<file path="src/rtl/alu_pkg.sv">
// Shared types for the sequential ALU: opcode and FSM state encodings.
package alu_pkg;

    localparam int ALU_DW_DEFAULT = 8;

    typedef enum logic [2:0] {
        OP_LOAD = 3'd0,
        OP_ADD  = 3'd1,
        OP_SUB  = 3'd2,
        OP_AND  = 3'd3,
        OP_OR   = 3'd4,
        OP_XOR  = 3'd5,
        OP_SHL  = 3'd6,
        OP_MUL  = 3'd7
    } alu_op_e;

    typedef enum logic {
        ST_IDLE = 1'b0,
        ST_MUL  = 1'b1
    } alu_state_e;

endpackage

</file>
<file path="src/rtl/alu_mul_iter.sv">
// Iterative shift-add multiplier: one partial product per step, DataWidth steps.
module alu_mul_iter #(
    parameter int DataWidth = 8
) (
    input  logic                     clk,
    input  logic                     rst,
    input  logic                     load_i,
    input  logic                     step_i,
    input  logic [DataWidth-1:0]     mcand_i,
    input  logic [DataWidth-1:0]     mplier_i,
    output logic [2*DataWidth-1:0]   product_o,
    output logic                     last_o
);

    localparam int CntW = $clog2(DataWidth);

    logic [2*DataWidth-1:0] mcand_q;
    logic [DataWidth-1:0]   mplier_q;
    logic [2*DataWidth-1:0] prod_q;
    logic [2*DataWidth-1:0] prod_d;
    logic [CntW-1:0]        cnt_q;

    // product_o is the value after the current step, so the owner can commit on the last step
    assign prod_d    = mplier_q[0] ? (prod_q + mcand_q) : prod_q;
    assign product_o = prod_d;
    assign last_o    = step_i && (cnt_q == CntW'(DataWidth - 1));

    always_ff @(posedge clk or posedge rst) begin
        if (rst) begin
            cnt_q <= '0;
        end else if (load_i) begin
            cnt_q <= '0;
        end else if (step_i) begin
            cnt_q <= cnt_q + CntW'(1);
        end
    end

    always_ff @(posedge clk) begin
        if (load_i) begin
            mcand_q  <= {{DataWidth{1'b0}}, mcand_i};
            mplier_q <= mplier_i;
            prod_q   <= '0;
        end else if (step_i) begin
            mcand_q  <= mcand_q << 1;
            mplier_q <= mplier_q >> 1;
            prod_q   <= prod_d;
        end
    end

endmodule

</file>
<file path="src/rtl/seq_alu_core.sv">
// Sequential ALU with accumulator and Z/C/N flags; one op per accepted start.
// Define ALU_MUL_EN to build the iterative multiplier for op 7 (otherwise op 7 is a NOP).
module seq_alu_core
    import alu_pkg::*;
#(
    parameter int DataWidth = ALU_DW_DEFAULT
) (
    input  logic                 clk,
    input  logic                 rst,
    input  logic                 start,
    input  logic [2:0]           op,
    input  logic [DataWidth-1:0] operand,
    output logic [DataWidth-1:0] acc_out,
    output logic                 flag_z,
    output logic                 flag_c,
    output logic                 flag_n,
    output logic                 busy,
    output logic                 done
);

    alu_state_e             state_q;
    alu_op_e                op_e;
    logic [DataWidth-1:0]   acc_q;
    logic                   z_q, c_q, n_q, busy_q, done_q;
    logic [DataWidth-1:0]   res_d;
    logic                   c_d;
    logic [DataWidth:0]     wide_d;

    assign op_e = alu_op_e'(op);

    always_comb begin
        res_d  = acc_q;
        c_d    = 1'b0;
        wide_d = '0;
        unique case (op_e)
            OP_LOAD: res_d = operand;
            OP_ADD: begin
                wide_d = {1'b0, acc_q} + {1'b0, operand};
                res_d  = wide_d[DataWidth-1:0];
                c_d    = wide_d[DataWidth];
            end
            OP_SUB: begin
                // top bit of the extended difference is the unsigned borrow
                wide_d = {1'b0, acc_q} - {1'b0, operand};
                res_d  = wide_d[DataWidth-1:0];
                c_d    = wide_d[DataWidth];
            end
            OP_AND: res_d = acc_q & operand;
            OP_OR:  res_d = acc_q | operand;
            OP_XOR: res_d = acc_q ^ operand;
            OP_SHL: begin
                res_d = {acc_q[DataWidth-2:0], 1'b0};
                c_d   = acc_q[DataWidth-1];
            end
            default: begin
                res_d = acc_q;
                c_d   = c_q;
            end
        endcase
    end

`ifdef ALU_MUL_EN
    logic [2*DataWidth-1:0] mul_prod;
    logic                   mul_last;
    logic                   mul_load;

    assign mul_load = start && (state_q == ST_IDLE) && (op_e == OP_MUL);

    alu_mul_iter #(.DataWidth(DataWidth)) u_mul (
        .clk       (clk),
        .rst       (rst),
        .load_i    (mul_load),
        .step_i    (state_q == ST_MUL),
        .mcand_i   (acc_q),
        .mplier_i  (operand),
        .product_o (mul_prod),
        .last_o    (mul_last)
    );
`endif

    always_ff @(posedge clk or posedge rst) begin
        if (rst) begin
            state_q <= ST_IDLE;
            acc_q   <= '0;
            z_q     <= 1'b0;
            c_q     <= 1'b0;
            n_q     <= 1'b0;
            busy_q  <= 1'b0;
            done_q  <= 1'b0;
        end else begin
            done_q <= 1'b0;
            unique case (state_q)
                ST_IDLE: begin
                    if (start) begin
                        if (op_e == OP_MUL) begin
`ifdef ALU_MUL_EN
                            state_q <= ST_MUL;
                            busy_q  <= 1'b1;
`else
                            done_q  <= 1'b1;
`endif
                        end else begin
                            acc_q  <= res_d;
                            c_q    <= c_d;
                            z_q    <= (res_d == '0);
                            n_q    <= res_d[DataWidth-1];
                            done_q <= 1'b1;
                        end
                    end
                end
                ST_MUL: begin
`ifdef ALU_MUL_EN
                    if (mul_last) begin
                        acc_q   <= mul_prod[DataWidth-1:0];
                        c_q     <= |mul_prod[2*DataWidth-1:DataWidth];
                        z_q     <= (mul_prod[DataWidth-1:0] == '0);
                        n_q     <= mul_prod[DataWidth-1];
                        done_q  <= 1'b1;
                        busy_q  <= 1'b0;
                        state_q <= ST_IDLE;
                    end
`else
                    state_q <= ST_IDLE;
                    busy_q  <= 1'b0;
`endif
                end
                default: state_q <= ST_IDLE;
            endcase
        end
    end

    assign acc_out = acc_q;
    assign flag_z  = z_q;
    assign flag_c  = c_q;
    assign flag_n  = n_q;
    assign busy    = busy_q;
    assign done    = done_q;

endmodule

</file>
<file path="config.mk">
export PLATFORM = sky130hd
export DESIGN_NAME = seq_alu_core
export DESIGN_NICKNAME = d
export VERILOG_FILES = /design/src/rtl/alu_pkg.sv /design/src/rtl/alu_mul_iter.sv /design/src/rtl/seq_alu_core.sv
export SDC_FILE = /design/constraint.sdc
export NUM_CORES = 1
export LEC_CHECK = 0
export ABC_CLOCK_PERIOD_IN_PS = 3100
export CORE_ASPECT_RATIO = 0.5
export CORE_MARGIN = 1.5
export CORE_UTILIZATION = 25
export DETAILED_ROUTE_END_ITERATION = 6
export GPL_TIMING_DRIVEN = 1
export SYNTH_ARGS = -nofsm -noshare
export SYNTH_HDL_FRONTEND = slang
export SYNTH_SLANG_ARGS = --single-unit
</file>
<file path="constraint.sdc">
create_clock -name clk -period 3.1 [get_ports clk]
set_input_delay 0.62 -clock clk [delete_from_list [all_inputs] [get_ports clk]]
set_output_delay 0.62 -clock clk [all_outputs]
set_load 0.1 [all_outputs]
</file>
==> key figures, run 1 <==
Clocking
  – CTS tree: built
  – H-tree Lvls: 1
  – Clock Latency Late Sink: 230 ps
  – CTS buffer count: 3
  – Clock buffer depth: 2
  – Clock root cell: clkbuf_16
  – Clock transition at path regs: 40 ps
  – CTS sink count: 11
  – Post-CTS setup buffers: 0
  – Post-CTS Hold Buffers: 0

Synth
  – Mapped Nets: 265
  – Leading area contributor after synthesis: ha_1
  – Post-synth top area share: 17.5%
  – Post-Syn Area: 1710 µm²
  – Register area share after synthesis: 16.1%
  – Cell variety after synth: 52
  – FF+latch count, synth: 11
  – Post-synth EDFFs: 0
  – Async SR Flop Fraction: 100%
  – Top FF cell, synth: dfrtp_1
  – Synth top area cells: ha_1 18%, dfrtp_1 16%, a21oi_1 5.0%
  – Mapped Cells: 225
  – Synth Area per Inst: 7.62 µm²
  – YS warnings: 0

Drt
  – DRC errors left: 0
  – 1st-pass router iterations: 4
  – Via count: 1,804
  – Number of DRC markers in iteration 0: 114
  – Vias per cell: 4.94
  – WL per Instance: 14.1 µm
  – Post-route ant nets: 0
  – Post-Route WL: 5130 µm

Global route
  – Initial antenna violation count: 0
  – Largest net degree at the start of global routing: 22
  – Total grt overflow: 0
  – GRT Util Overall: 13.7%
  – Number of global-route vias before repair: 1,718
  – First-pass GRT wire length: 8200 µm

Critical path
  – Flop2flop setup slack: 490 ps
  – Worst Path Max Fanout: 5
  – Reg-to-Reg Start: acc_out[0]
  – Worst endpoint data arrival time: 3080 ps
  – R2r endpoint: flag_z
  – Crit end category: flip-flop
  – Crit Path Category: input pin to flip-flop
  – Worst endpoint required time: 3220 ps
  – FF-to-FF path depth: 10
  – Startpoint Class: input pin

Floorplan
  – Initial core utilization: 25.8%
  – DIE HEIGHT: 61.6 µm
  – Number of core rows: 21
  – Core Area: 6650 µm²
  – I/O pins: 27
  – Die Width: 120 µm
  – Die footprint: 7390 µm²

Timing
  – Worst-margin pin slew: 566 ps
  – Final worst path period need: 2970 ps
  – Max-slew violation count: 0
  – Layout Skew: 0.582 ps
  – FMAX: 337 MHz
  – RSZ-0062 raised after global routing: yes
  – Setup TNS: 0 ps
  – Final hold viol count: 0
  – Final period util: 95.7%
  – Final setup viols: 0
  – Max_slew headroom: 62.0%

Min path
  – Min-delay worst type: flip-flop to flip-flop
  – Hold path depth: 2
  – WHS Endpoint: flag_c
  – Hold_sp: flag_c

Final layout
  – Layout area overhead: 37.4%
  – Layout cells sized above 1: 24.5%
  – Most common cell after layout, fill and taps aside: buf_4
  – Diodes inserted: 0
  – Final nets: 314
  – Commonest non-fill, non-tap cells in the layout: 46 x buf_4, 23 x ha_1, 21 x inv_1, 20 x nor2_1

Placement
  – Final HPWL from detailed placement: 4060 µm
  – I/O Buffers: 25
  – Final GP Congestion: 0.887

Status
  – Outcome: finished clean

Job
  – # Max-Cap Violations: 0

Power
  – Peak supply drop: 0.270 mV
  – Leakage power: 0.00107 µW
  – Pwr per Cell Area: 557 nW/µm²
  – Pwr Total: 1310 µW
-- cell type report --
cell class                 count  area [µm²]
multi-input combinational    178        1330
tap                           92         115
sequential                    11         278
clock buffer                   4        78.8
inverter                      21        78.8
fill                         684        4290
timing repair buffer          59         475
-- worst max-delay path, stage by stage --
cell	delay, ps
clkdlybuf4s50_1	470
inv_1	60
ha_1	380
nor2_2	60
a211oi_2	230
nand2_2	130
a221oi_4	250
mux2i_1	110
or4_1	500
mux2_2	270
-- power breakdown --
| group | internal (µW) | switching [µW] | total [µW] |
|---|---|---|---|
| Sequential | 172 | 47.3 | 219 |
| Clock | 172 | 59.1 | 231 |
| Combinational | 311 | 553 | 863 |
| Total | 655 | 659 | 1310 |
-- state kept, by name, summed over array words and instances, names as in the netlist --
| signal | count |
|---|---|
| acc_out | 8 |
| done | 1 |
| flag_c | 1 |
| flag_z | 1 |
-- metrics by stage --
| stage | worst slack [ps] | utilization, % | hold WS [ps] | cell area [µm²] | instances |
|---|---|---|---|---|---|
| final | 132 | 35.4 | 489 | 2360 | 365 |
| after global routing | -12.9 | 35.4 | 523 | 2360 | 365 |
| after CTS | 3.27 | 34.8 | 490 | 2310 | 365 |
| after detailed placement | -328 | 33.6 | 482 | 2230 | 361 |
| after global placement | -196 | 33.6 | 477 | 2230 | 361 |
| after floorplan | 3.84 | - | 472 | 1720 | 225 |
-- routing by layer --
layer  global-route usage, %  vias to the layer above  routed length [µm]
li1                        -                      900                   -
met1                    18.1                      866                2520
met4                    2.72                        0                  44
met3                    2.04                        6                 119
met2                    24.6                       32                2440
met5                       0                        -                   0
-- timing repair --
item | 4_1_cts | 5_1_grt
gates resized for setup | 2 | 8
hold endpoints to repair | 0 | 0
setup endpoints to repair | 1 | 2
pin swaps | 0 | 1
-- cell usage after synthesis (all sizes together), types with 2 or more instances --
| cell | number |
|---|---|
| o311ai | 2 |
| nor2b | 4 |
| nand3 | 6 |
| xnor2 | 7 |
| a21o | 2 |
| o21bai | 3 |
| nor2 | 21 |
| nand2 | 18 |
| nand2b | 3 |
| or3b | 2 |
| a211oi | 10 |
| xor2 | 2 |
| inv | 21 |
| a221oi | 4 |
| ha | 24 |
| a22oi | 2 |
| a311oi | 2 |
| a31oi | 2 |
| nand3b | 2 |
| o31ai | 2 |
| o21ai | 16 |
| clkbuf | 5 |
| mux2 | 2 |
| a22o | 2 |
| buf | 10 |
| dfrtp | 11 |
| a221o | 2 |
| a21oi | 17 |
| a2111oi | 4 |
| fa | 2 |
-- kinds of logic after synthesis --
| logic type | count (synthesis) | synth area share (%) |
|---|---|---|
| mux | 3 | 1.90 |
| simple gates | 63 | 17.8 |
| compound gates | 76 | 30.6 |
| fa+ha+maj | 26 | 19.9 |
| other cells | 1 | 0.219 |
| flops | 11 | 16.1 |
| xor+xnor | 9 | 4.60 |
| buf+inv | 36 | 8.98 |
-- worst max-delay path by stage --
| stage | startpoint | end | slack [ps] | depth (start not counted) |
|---|---|---|---|---|
| after floorplan | acc_out[0] | flag_z | 4 | 10 |
| after global placement | operand[1] | acc_out[7] | -200 | 9 |
| after detailed placement | operand[0] | flag_z | -330 | 10 |
| after CTS | operand[1] | acc_out[7] | 3 | 9 |
| after global routing | operand[0] | flag_z | -10 | 10 |
| final | operand[3] | acc_out[7] | 130 | 10 |
Note: power is estimated with default switching activity, not from simulation.
==> inputs of run 2 (changes only) <==
Settings changed: CAP_MARGIN set to 20.
==> results of run 2 <==
The final DEF is identical to that of run 1; final timing and power are the same.
==> inputs of run 3 (changes only) <==
Settings changed: ABC_CLOCK_PERIOD_IN_PS 3100 to unset, GPL_ROUTABILITY_DRIVEN set to 0.
==> results of run 3 <==
The final DEF is identical to that of run 1; final timing and power are the same.
